## src/rtl/serial_receiver_if.sv

```systemverilog
`default_nettype none
// serial_receiver_if: serial bit input, parallel req/grant output and error pulses
// of the serial receiver. Rev 1.0
interface serial_receiver_if #(
  parameter int datasize = 32
) ();
  logic                serial_in;
  logic                bit_valid;
  logic                sof;
  logic                ready;
  logic [datasize-1:0] parallel_data_out;
  logic                req;
  logic                grant;
  logic                frame_err;
  logic                overrun;

  // master is the receiver itself; slave is the bit source plus word consumer
  modport master (
    input  serial_in, bit_valid, sof, grant,
    output ready, parallel_data_out, req, frame_err, overrun
  );

  modport slave (
    output serial_in, bit_valid, sof, grant,
    input  ready, parallel_data_out, req, frame_err, overrun
  );
endinterface
`default_nettype wire

```

## src/rtl/serial_receiver.sv

```systemverilog
`default_nettype none
// serial_receiver: framed MSB-first serial-to-parallel receiver with one output
// holding register and req/grant hand-off. Rev 1.0
module serial_receiver #(
  parameter int datasize = 32,
  parameter int cntbits  = $clog2(datasize + 1)
) (
  input  logic                 s_clk,
  input  logic                 n_rst,
  serial_receiver_if.master    bus
);

  typedef enum logic [1:0] {
    IDLE  = 2'd0,
    SHIFT = 2'd1,
    HOLD  = 2'd2
  } state_t;

  localparam logic [cntbits-1:0] LAST_CNT = cntbits'(datasize - 1);
  localparam logic [cntbits-1:0] ONE_CNT  = cntbits'(1);

  state_t              state_q;
  logic [datasize-1:0] shift_q;
  logic [cntbits-1:0]  cnt_q;
  logic [datasize-1:0] pdo_q;
  logic                req_q;
  logic                frame_err_q;
  logic                overrun_q;

  logic                accept_w;
  logic                take_w;
  logic                out_free_w;
  logic [datasize-1:0] word_w;

  assign accept_w   = bus.bit_valid && (state_q != HOLD);
  assign take_w     = req_q && bus.grant;
  assign out_free_w = !req_q || bus.grant;
  assign word_w     = {shift_q[datasize-2:0], bus.serial_in};

  always_ff @(posedge s_clk or negedge n_rst) begin
    if (!n_rst) begin
      state_q     <= IDLE;
      shift_q     <= '0;
      cnt_q       <= '0;
      pdo_q       <= '0;
      req_q       <= 1'b0;
      frame_err_q <= 1'b0;
      overrun_q   <= 1'b0;
    end else begin
      frame_err_q <= 1'b0;
      overrun_q   <= bus.bit_valid && (state_q == HOLD);
      // A load below overrides this release when both happen at one edge
      if (take_w) begin
        req_q <= 1'b0;
      end

      case (state_q)
        IDLE: begin
          if (accept_w) begin
            if (bus.sof) begin
              shift_q <= {{(datasize-1){1'b0}}, bus.serial_in};
              cnt_q   <= ONE_CNT;
              state_q <= SHIFT;
            end else begin
              frame_err_q <= 1'b1;
            end
          end
        end
        SHIFT: begin
          if (accept_w) begin
            if (bus.sof) begin
              frame_err_q <= 1'b1;
              shift_q     <= {{(datasize-1){1'b0}}, bus.serial_in};
              cnt_q       <= ONE_CNT;
            end else if (cnt_q == LAST_CNT) begin
              cnt_q <= '0;
              if (out_free_w) begin
                pdo_q   <= word_w;
                req_q   <= 1'b1;
                state_q <= IDLE;
              end else begin
                shift_q <= word_w;
                state_q <= HOLD;
              end
            end else begin
              shift_q <= word_w;
              cnt_q   <= cnt_q + ONE_CNT;
            end
          end
        end
        HOLD: begin
          if (take_w) begin
            pdo_q   <= shift_q;
            req_q   <= 1'b1;
            state_q <= IDLE;
          end
        end
        default: begin
          state_q <= IDLE;
        end
      endcase
    end
  end

  assign bus.ready             = (state_q != HOLD);
  assign bus.parallel_data_out = pdo_q;
  assign bus.req               = req_q;
  assign bus.frame_err         = frame_err_q;
  assign bus.overrun           = overrun_q;

endmodule
`default_nettype wire

```

## src/flat_wrapper.sv

```systemverilog
// flat-port wrapper written by rule: the top's interface ports become plain ports
module serial_receiver_flat 
#(
  parameter int datasize = 32,
  parameter int cntbits  = $clog2(datasize + 1)
)
  (s_clk, n_rst, bus_serial_in, bus_bit_valid, bus_sof, bus_grant, bus_ready, bus_parallel_data_out, bus_req, bus_frame_err, bus_overrun);
  serial_receiver_if #(.datasize(datasize)) bus_i ();
  input  logic s_clk;
  input  logic n_rst;
  input wire logic [$bits(bus_i.serial_in)-1:0] bus_serial_in;
  input wire logic [$bits(bus_i.bit_valid)-1:0] bus_bit_valid;
  input wire logic [$bits(bus_i.sof)-1:0] bus_sof;
  input wire logic [$bits(bus_i.grant)-1:0] bus_grant;
  output wire logic [$bits(bus_i.ready)-1:0] bus_ready;
  output wire logic [$bits(bus_i.parallel_data_out)-1:0] bus_parallel_data_out;
  output wire logic [$bits(bus_i.req)-1:0] bus_req;
  output wire logic [$bits(bus_i.frame_err)-1:0] bus_frame_err;
  output wire logic [$bits(bus_i.overrun)-1:0] bus_overrun;
  assign bus_i.serial_in = bus_serial_in;
  assign bus_i.bit_valid = bus_bit_valid;
  assign bus_i.sof = bus_sof;
  assign bus_i.grant = bus_grant;
  assign bus_ready = bus_i.ready;
  assign bus_parallel_data_out = bus_i.parallel_data_out;
  assign bus_req = bus_i.req;
  assign bus_frame_err = bus_i.frame_err;
  assign bus_overrun = bus_i.overrun;
  serial_receiver #(.datasize(datasize), .cntbits(cntbits)) u_core (.s_clk(s_clk), .n_rst(n_rst), .bus(bus_i));
endmodule
```

## config.mk

```make
export PLATFORM = sky130hd
export DESIGN_NAME = serial_receiver_flat
export DESIGN_NICKNAME = d
export VERILOG_FILES = /design/src/rtl/serial_receiver_if.sv /design/src/rtl/serial_receiver.sv /design/src/flat_wrapper.sv
export SDC_FILE = /design/constraint.sdc
export NUM_CORES = 1
export LEC_CHECK = 0
export CAP_MARGIN = 20
export CORE_MARGIN = 4
export CORE_UTILIZATION = 40
export DETAILED_ROUTE_END_ITERATION = 16
export REMOVE_ABC_BUFFERS = 1
export SKIP_CTS_REPAIR_TIMING = 1
export SLEW_MARGIN = 20
export SYNTH_ARGS = -nofsm -noshare
export SYNTH_HDL_FRONTEND = slang
export SYNTH_SLANG_ARGS = --single-unit
export TNS_END_PERCENT = 10
```

## constraint.sdc

```tcl
create_clock -name s_clk -period 2 [get_ports s_clk]
set_clock_uncertainty 0.2 [all_clocks]
set_input_delay 0.3 -clock s_clk [delete_from_list [all_inputs] [get_ports s_clk]]
set_output_delay 0.3 -clock s_clk [all_outputs]
set_load 0.01 [all_outputs]
```

* Word level (Yosys, flattened, before mapping) *
Index checks and enable logic that the tools add are counted.
Widths: inputs -> output; s select.

word-level totals
  register bits after elaboration = 75
  latch bits = 0
  bits in writable memories = 0
  ROM bits = 0
  memories = 0

operators by class
  add/sub/neg operators = 1
  multiply operators = 0
  div/mod/pow operators = 0
  order comparisons = 0
  eq/ne operators = 12
  shift operators = 0
  muxes and demuxes = 39
  bitwise gates (word level) = 0
  reduce and logical (&&, ||, !) cells = 12

operator list
  kind                 number
  $mux 32              11
  $pmux 32 s2          2
  $mux 6               5
  $mux 2               7
  $pmux 6 s2           1
  $reduce_and 6->1     2
  $mux 1               10
  $ne 2x1->1 const B   5
  $add 6x1->6 const B  1
  $eq 6x5->1 const B   1
  $ne 2x2->1 const B   3
  $pmux 2 s3           1
  $reduce_and 5->1     1
  $ne 4x4->1 const B   1
  $pmux 1 s2           2
  $reduce_and 4->1     1
  $reduce_bool 2->1    2
  $logic_and 1x1->1    3
  $eq 2x1->1 const B   1
  $eq 2x2->1 const B   1
  $logic_not 2->1      1
  $logic_not 1->1      1
  $logic_or 1x1->1     1

* Depth between registers and ports, before layout *
Gate-level depths: netlist of the first run.

  word-level depth = 7
  mapped depth = 7
  mapped depth without buffers = 6

* Worst setup path before layout of the first run *
No wires, ideal clock.

  kind = register to register
  from = register u_core.state_q[0]
  to = register u_core.pdo_q[0] (netlist: u_core.bus.parallel_data_out[0])
  data arrival time = 1,778 ps
  data required time = 1,675 ps
  path slack = -103 ps
  stages on the path, launching flop included = 7
  path buffers = 1
  path through = dfrtp_1 -> ha_1 -> ha_1 -> a221oi_4 -> o211ai_4 -> buf_6 -> mux2_4

on the way
  longest elaborated chain between the ends = 4
  elaborated cells between the ends (all ways) = 12
  those cells by class = eq/ne: 8; mux: 1; reduce/logical: 3

RTL lines
  item                        RTL line               text
  start, declared             serial_receiver.sv:22  state_t state_q;
  start signal, assigned      serial_receiver.sv:42  state_q <= IDLE;
  start signal, assigned      serial_receiver.sv:63  state_q <= SHIFT;
  start signal, assigned      serial_receiver.sv:80  state_q <= IDLE;
  $ne 2x2->1                  serial_receiver.sv:35  assign accept_w = bus.bit_valid && (state_q != HOLD);
  $logic_and 1x1->1           serial_receiver.sv:35
  $ne 2x1->1 (no line)        n/a
  $reduce_and 6->1 (no line)  n/a
  end signal, assigned        serial_receiver.sv:78  pdo_q <= word_w;
  end signal, assigned        serial_receiver.sv:93  pdo_q <= shift_q;
  end, declared               serial_receiver.sv:25  logic [datasize-1:0] pdo_q;

Several ways; a longest one is shown, not always the timed one.
A chain may end at the register's enable or synchronous reset.

* Worst setup path in the final report of the first run *
  from = register u_core.state_q[0]
  to = register u_core.pdo_q[5] (netlist: u_core.bus.parallel_data_out[5])

Same word-level chain as after synthesis.

==> results.json, run 1 <==
{
  "clk_pin_slew_ns": 0.08,
  "ys_seq_area_frac": 0.494,
  "p_int_mw": 2.38,
  "die_w_um": 105,
  "cp-startpoint": "u_core.state_q[0]",
  "p_sw_frac": 0.213,
  "rr_endpoint": "u_core.bus.parallel_data_out[5]",
  "worst_r2r_path_depth": 7,
  "fillers": 804,
  "cts_tree": "built",
  "final_common_cell": "dfrtp_1",
  "p_seq_frac": 0.502,
  "status": "complete, but fails checks",
  "maxSlewHeadroom": 0.695,
  "ant_nets": 0,
  "arrival_ns": 2.15,
  "final.setup.worst_slack_ns": -0.121,
  "num_rows": 35,
  "ys_warn_count": 0,
  "hold_path.class": "input pin to async pin",
  "use_met1": 0.190,
  "die_area_sq_um": 11100,
  "die_h_um": 105,
  "r2r-start": "u_core.state_q[0]",
  "synthFlopType": "dfrtp_1",
  "antenna_found_initial": 0,
  "p_sw_uw": 644,
  "ff2ff_setup_slack_ns": -0.12,
  "dr.pass1.iters": 6,
  "ys_types": 39,
  "end_kind": "flop",
  "htree_levels": 3,
  "rsz0062_at_grt": "true",
  "drt_iter0_markers": 113,
  "synth-edff-count": 0,
  "drc": 0,
  "fmax_ghz": 0.472,
  "clockPowerShare": 0.479,
  "syn-instance-count": 347,
  "crit_cells": 7,
  "crit_end": "u_core.bus.parallel_data_out[5]",
  "hold_slack_ns": 0.146,
  "finalSetupViolCount": 32,
  "grt_overflow": 0,
  "cp_cell_sequence": "inv_2, ha_2, nand2b_4, a221oi_4, o211ai_4, buf_12, mux2_4",
  "core_area_sq_um": 9240,
  "gp_congestion": 0.803,
  "hold_viol": 0,
  "critPathTopFamily": "compound AO/OA/AOI/OAI gates",
  "busiest_layer": "met2",
  "area_growth_pct": 31.5,
  "met2_usage": 0.229,
  "worstSetupPathType": "flop to flop",
  "critPathLaunchType": "flop",
  "vias": 2680,
  "cts_made_buffers": 9,
  "synth.ff_latch_count": 75,
  "grt_pass1_vias": 2654,
  "worstMarginPinSlew_ns": 0.453,
  "combPwrFrac": 0.020,
  "clk_latency_ns": 0.34,
  "avgRoutedWirePerCell_um": 13.6,
  "power_density_nw_per_um2": 605,
  "grt_use_met3": 0.0404,
  "syn_avg_cell_area_sq_um": 10.9,
  "io_buffers": 41,
  "grt_max_degree": 61,
  "drv_cap": 0,
  "cts_root_buffer": "clkbuf_8",
  "cp_slowest_stage_delay_ns": 0.39,
  "multi_input_area_sq_um": 1700,
  "vias_per_cell": 4.81,
  "crit_buf_inv": 2,
  "final_cells": 557,
  "leakagePower_nw": 2.57,
  "dp.cells": 534,
  "critical_path.max_fanout": 18,
  "place_hpwl_um": 5150,
  "cts_max_path_buffers": 2,
  "synth_async_sr_flop_share": 1.00,
  "ioPinCount": 42,
  "period_share": 1.06,
  "syn_area_sq_um": 3800,
  "drive_above_1_share": 0.252,
  "cp_slowest_cell": "dfrtp_1",
  "vdd_drop_max_mv": 0.400,
  "regArea_sq_um": 1880,
  "fin_nets": 435,
  "totalWireLength_um": 7590,
  "slew_violations": 0,
  "worstPathRequired_ns": 2.03,
  "violations": "setup timing",
  "fin_crit_ns": 2.12,
  "antenna_cells": 0,
  "finalSetupTns_ns": -3.46,
  "grt_pass1_wl_um": 12800,
  "final_cell_mix": "dfrtp_1 (75), nand2_1 (64), clkdlybuf4s50_1 (39)",
  "clock-sinks": 75,
  "grtUsageTotal": 0.141,
  "initial_utilization": 0.411
}
[metrics by stage]
stage          utilization  power (mW)  instance area, sq um  setup slack, ns
2_1_floorplan            -        1.55                  3690            -1.31
3_3_place_gp         0.498        1.61                  4600           -0.270
3_5_place_dp         0.498        1.61                  4600           -0.306
4_1_cts              0.525        3.06                  4850           -0.274
5_1_grt              0.540        3.15                  4990           -0.187
6_report             0.540        3.02                  4990           -0.121
[cells by family (layout without fill, tap and decap cells)]
logic type	count (synthesis)	count (layout)	share of synthesized area
AND/OR/NAND/NOR	87	87	0.0998
AO/OA/AOI/OAI	56	56	0.100
buffers and inverters	56	137	0.0679
multiplexers	67	67	0.218
adder cells (fa/ha/maj)	6	6	0.0198
flip-flops	75	75	0.494
[area by class of cell]
class,count,area share
flip-flops and latches,75,0.376
multi-input cells,216,0.341
repair buffers,82,0.172
well taps,129,0.0323
inverters,39,0.0293
clock buffers,9,0.0248
clock inverters,7,0.0248
[power groups by stage]
stage	clock network, mW	registers, mW	logic (mW)
2_1_floorplan	0	1.55	0.00210
3_3_place_gp	0	1.55	0.0589
3_5_place_dp	0	1.55	0.0595
4_1_cts	1.49	1.52	0.0595
5_1_grt	1.56	1.52	0.0673
6_report	1.45	1.52	0.0591
[registers in the layout, summed over array words and instances, names as in the netlist]
| register | count |
|---|---|
| u_core.bus.overrun | 1 |
| u_core.bus.parallel_data_out | 32 |
| u_core.shift_q | 32 |
| u_core.cnt_q | 6 |
| u_core.state_q | 2 |
| u_core.bus.req | 1 |
| u_core.bus.frame_err | 1 |
[how the worst min path moves through the flow]
| stage | startpoint | end | slack, ns | cells after the start |
|---|---|---|---|---|
| 6_report | n_rst | u_core.bus.parallel_data_out[28] | 0.15 | 2 |
| 5_1_grt | n_rst | u_core.bus.parallel_data_out[24] | 0.15 | 2 |
| 4_1_cts | n_rst | u_core.bus.parallel_data_out[24] | -0.41 | 1 |
| 3_5_place_dp | n_rst | u_core.bus.parallel_data_out[28] | -0.03 | 1 |
| 3_3_place_gp | n_rst | u_core.bus.parallel_data_out[28] | -0.03 | 1 |
| 2_1_floorplan | n_rst | u_core.bus.frame_err | -0.20 | 0 |
[routing by layer]
layer,vias to the layer above,wire length [um]
li1,1314,-
met1,1314,3620
met2,45,3650
met3,7,277
met4,0,48
met5,-,0
[Yosys cell counts (2+ instances only)]
cell type | number | area [sq um]
nor3_1 | 2 | 10.0
nor2_1 | 4 | 15.0
nand3_1 | 2 | 10.0
mux2i_1 | 31 | 310
buf_6 | 6 | 67.6
inv_1 | 39 | 146
buf_2 | 2 | 10.0
mux2_4 | 30 | 450
and2_1 | 2 | 12.5
nand2b_1 | 2 | 12.5
dfrtp_1 | 75 | 1880
a21oi_1 | 2 | 10.0
nand2_1 | 65 | 244
nor3b_1 | 2 | 15.0
a22o_1 | 3 | 26.3
o211a_1 | 2 | 20.0
a41oi_1 | 2 | 17.5
mux2_2 | 5 | 56.3
o21ai_0 | 37 | 185
and2b_1 | 2 | 15.0
clkbuf_1 | 9 | 33.8
ha_1 | 6 | 75.1
No activity file was read; power rests on OpenSTA's default activity.
==> run 2: changes to the inputs <==
--- a/config.mk
+++ b/config.mk
@@ -11,7 +11,7 @@
 export DETAILED_ROUTE_END_ITERATION = 16
 export REMOVE_ABC_BUFFERS = 1
 export SKIP_CTS_REPAIR_TIMING = 1
-export SLEW_MARGIN = 20
+export SLEW_MARGIN = 0
 export SYNTH_ARGS = -nofsm -noshare
 export SYNTH_HDL_FRONTEND = slang
 export SYNTH_SLANG_ARGS = --single-unit
==> results of run 2 <==
The final DEF is identical to that of run 1; final timing and power are the same.
==> run 3: changes to the inputs <==
--- a/config.mk
+++ b/config.mk
@@ -9,6 +9,7 @@
 export CORE_MARGIN = 4
 export CORE_UTILIZATION = 40
 export DETAILED_ROUTE_END_ITERATION = 16
+export RECOVER_POWER = 50
 export REMOVE_ABC_BUFFERS = 1
 export SKIP_CTS_REPAIR_TIMING = 1
 export SLEW_MARGIN = 0
==> results.json, run 3 (synthesis results as in run 1) <==
{
  "dr.pass1.iters": 6,
  "cts_tree": "built",
  "io_buffers": 41,
  "cp_cell_sequence": "inv_2, ha_2, nand2b_4, a221oi_4, o211ai_4, buf_12, mux2_4",
  "cp_slowest_stage_delay_ns": 0.39,
  "hold_path.class": "flop to flop",
  "power_density_nw_per_um2": 606,
  "final.setup.worst_slack_ns": -0.122,
  "ioPinCount": 42,
  "grt_pass1_wl_um": 12800,
  "clockPowerShare": 0.479,
  "fmax_ghz": 0.471,
  "period_share": 1.06,
  "cp_slowest_cell": "dfrtp_1",
  "die_h_um": 105,
  "worstPathRequired_ns": 2.03,
  "placed_cell_area_sq_um": 4600,
  "drc": 0,
  "clk_pin_slew_ns": 0.08,
  "vdd_drop_max_mv": 0.400,
  "status": "complete, but fails checks",
  "drv_cap": 0,
  "critical_path.max_fanout": 18,
  "final_common_cell": "dfrtp_1",
  "grtUsageTotal": 0.141,
  "p_sw_uw": 644,
  "drt_iter0_markers": 112,
  "finalSetupViolCount": 32,
  "drive_above_1_share": 0.250,
  "met2_usage": 0.229,
  "cts_root_buffer": "clkbuf_8",
  "grt_max_degree": 61,
  "p_seq_frac": 0.502,
  "num_rows": 35,
  "totalWireLength_um": 7590,
  "antenna_found_initial": 0,
  "place_hpwl_um": 5150,
  "total_power_mw": 3.02,
  "avgRoutedWirePerCell_um": 13.6,
  "p_sw_frac": 0.213,
  "grt_overflow": 0,
  "worstSetupPathType": "flop to flop",
  "maxSlewHeadroom": 0.452,
  "grt_pass1_vias": 2654,
  "fin_area_sq_um": 4980,
  "violations": "setup timing",
  "fin_nets": 435,
  "critPathLaunchType": "flop",
  "slew_violations": 0,
  "fin_crit_ns": 2.12,
  "end_kind": "flop",
  "clk_latency_ns": 0.34,
  "initial_utilization": 0.411,
  "vias_per_cell": 4.82,
  "leakagePower_nw": 2.56,
  "combPwrFrac": 0.018,
  "crit_buf_inv": 2,
  "die_w_um": 105,
  "antenna_cells": 0,
  "die_area_sq_um": 11100,
  "worstMarginPinSlew_ns": 0.822,
  "use_met1": 0.190,
  "cts_max_path_buffers": 2,
  "critPathTopFamily": "compound AO/OA/AOI/OAI gates",
  "clock-sinks": 75,
  "vias": 2683,
  "grt_use_met3": 0.0404,
  "busiest_layer": "met2",
  "ant_nets": 0,
  "p_int_mw": 2.38,
  "cts_made_buffers": 9,
  "htree_levels": 3,
  "rsz0062_at_grt": "true",
  "final_cell_mix": "dfrtp_1 (75), nand2_1 (64), clkdlybuf4s50_1 (39)",
  "gp_congestion": 0.803,
  "hold_viol": 0,
  "arrival_ns": 2.15,
  "core_area_sq_um": 9240,
  "area_growth_pct": 31.2
}
## run 3: per-stage QoR
step	utilization	setup TNS (ns)	hold WS (ns)	setup slack, ns	cells
detailed placement	0.498	-16.31	-0.0283	-0.306	534
CTS	0.525	-8.32	-0.410	-0.274	550
floorplan	-	-81.58	-0.196	-1.31	330
finish	0.539	-3.49	0.313	-0.122	557
global placement	0.498	-14.35	-0.0303	-0.270	534
global route	0.539	-7.67	0.328	-0.187	557
## run 3: final timing paths
kind | startpoint | end | slack, ns | cells past startpoint
max | u_core.state_q[0] | u_core.bus.parallel_data_out[5] | -0.12 | 7
min | u_core.bus.parallel_data_out[25] | u_core.bus.parallel_data_out[25] | 0.31 | 1
max reg2reg | u_core.state_q[0] | u_core.bus.parallel_data_out[5] | -0.12 | 7
min reg2reg | u_core.bus.parallel_data_out[25] | u_core.bus.parallel_data_out[25] | 0.31 | 1
max in group asynchronous | n_rst | u_core.cnt_q[3] | 0.23 | 3
min in group asynchronous | n_rst | u_core.bus.parallel_data_out[28] | 0.36 | 2
## run 3: area by class of cell
type / instances / area (sq um)
multi-input combinational: 216 / 1700
clock inverter: 7 / 124
sequential: 75 / 1880
clock buffer: 9 / 124
tap: 129 / 161
fill: 807 / 4260
timing repair buffer: 82 / 846
inverter: 39 / 146
## run 3: power by group through the flow
stage / combinational [mW] / clock [mW] / sequential, mW
2_1_floorplan: 0.00210 / 0 / 1.55
3_3_place_gp: 0.0589 / 0 / 1.55
3_5_place_dp: 0.0595 / 0 / 1.55
4_1_cts: 0.0595 / 1.49 / 1.52
5_1_grt: 0.0638 / 1.56 / 1.52
6_report: 0.0557 / 1.45 / 1.52
## run 3: routing by layer
| layer | vias to the layer above | wire length (um) |
|---|---|---|
| met5 | - | 0 |
| met4 | 0 | 48 |
| met3 | 7 | 276 |
| met2 | 48 | 3640 |
| met1 | 1315 | 3620 |
| li1 | 1313 | - |
## run 3: worst register-to-register path: stages, from the launching register on
cell      delay [ns]
dfrtp_1         0.39
inv_2           0.06
ha_2            0.20
nand2b_4        0.16
a221oi_4        0.34
o211ai_4        0.15
buf_12          0.20
mux2_4          0.31
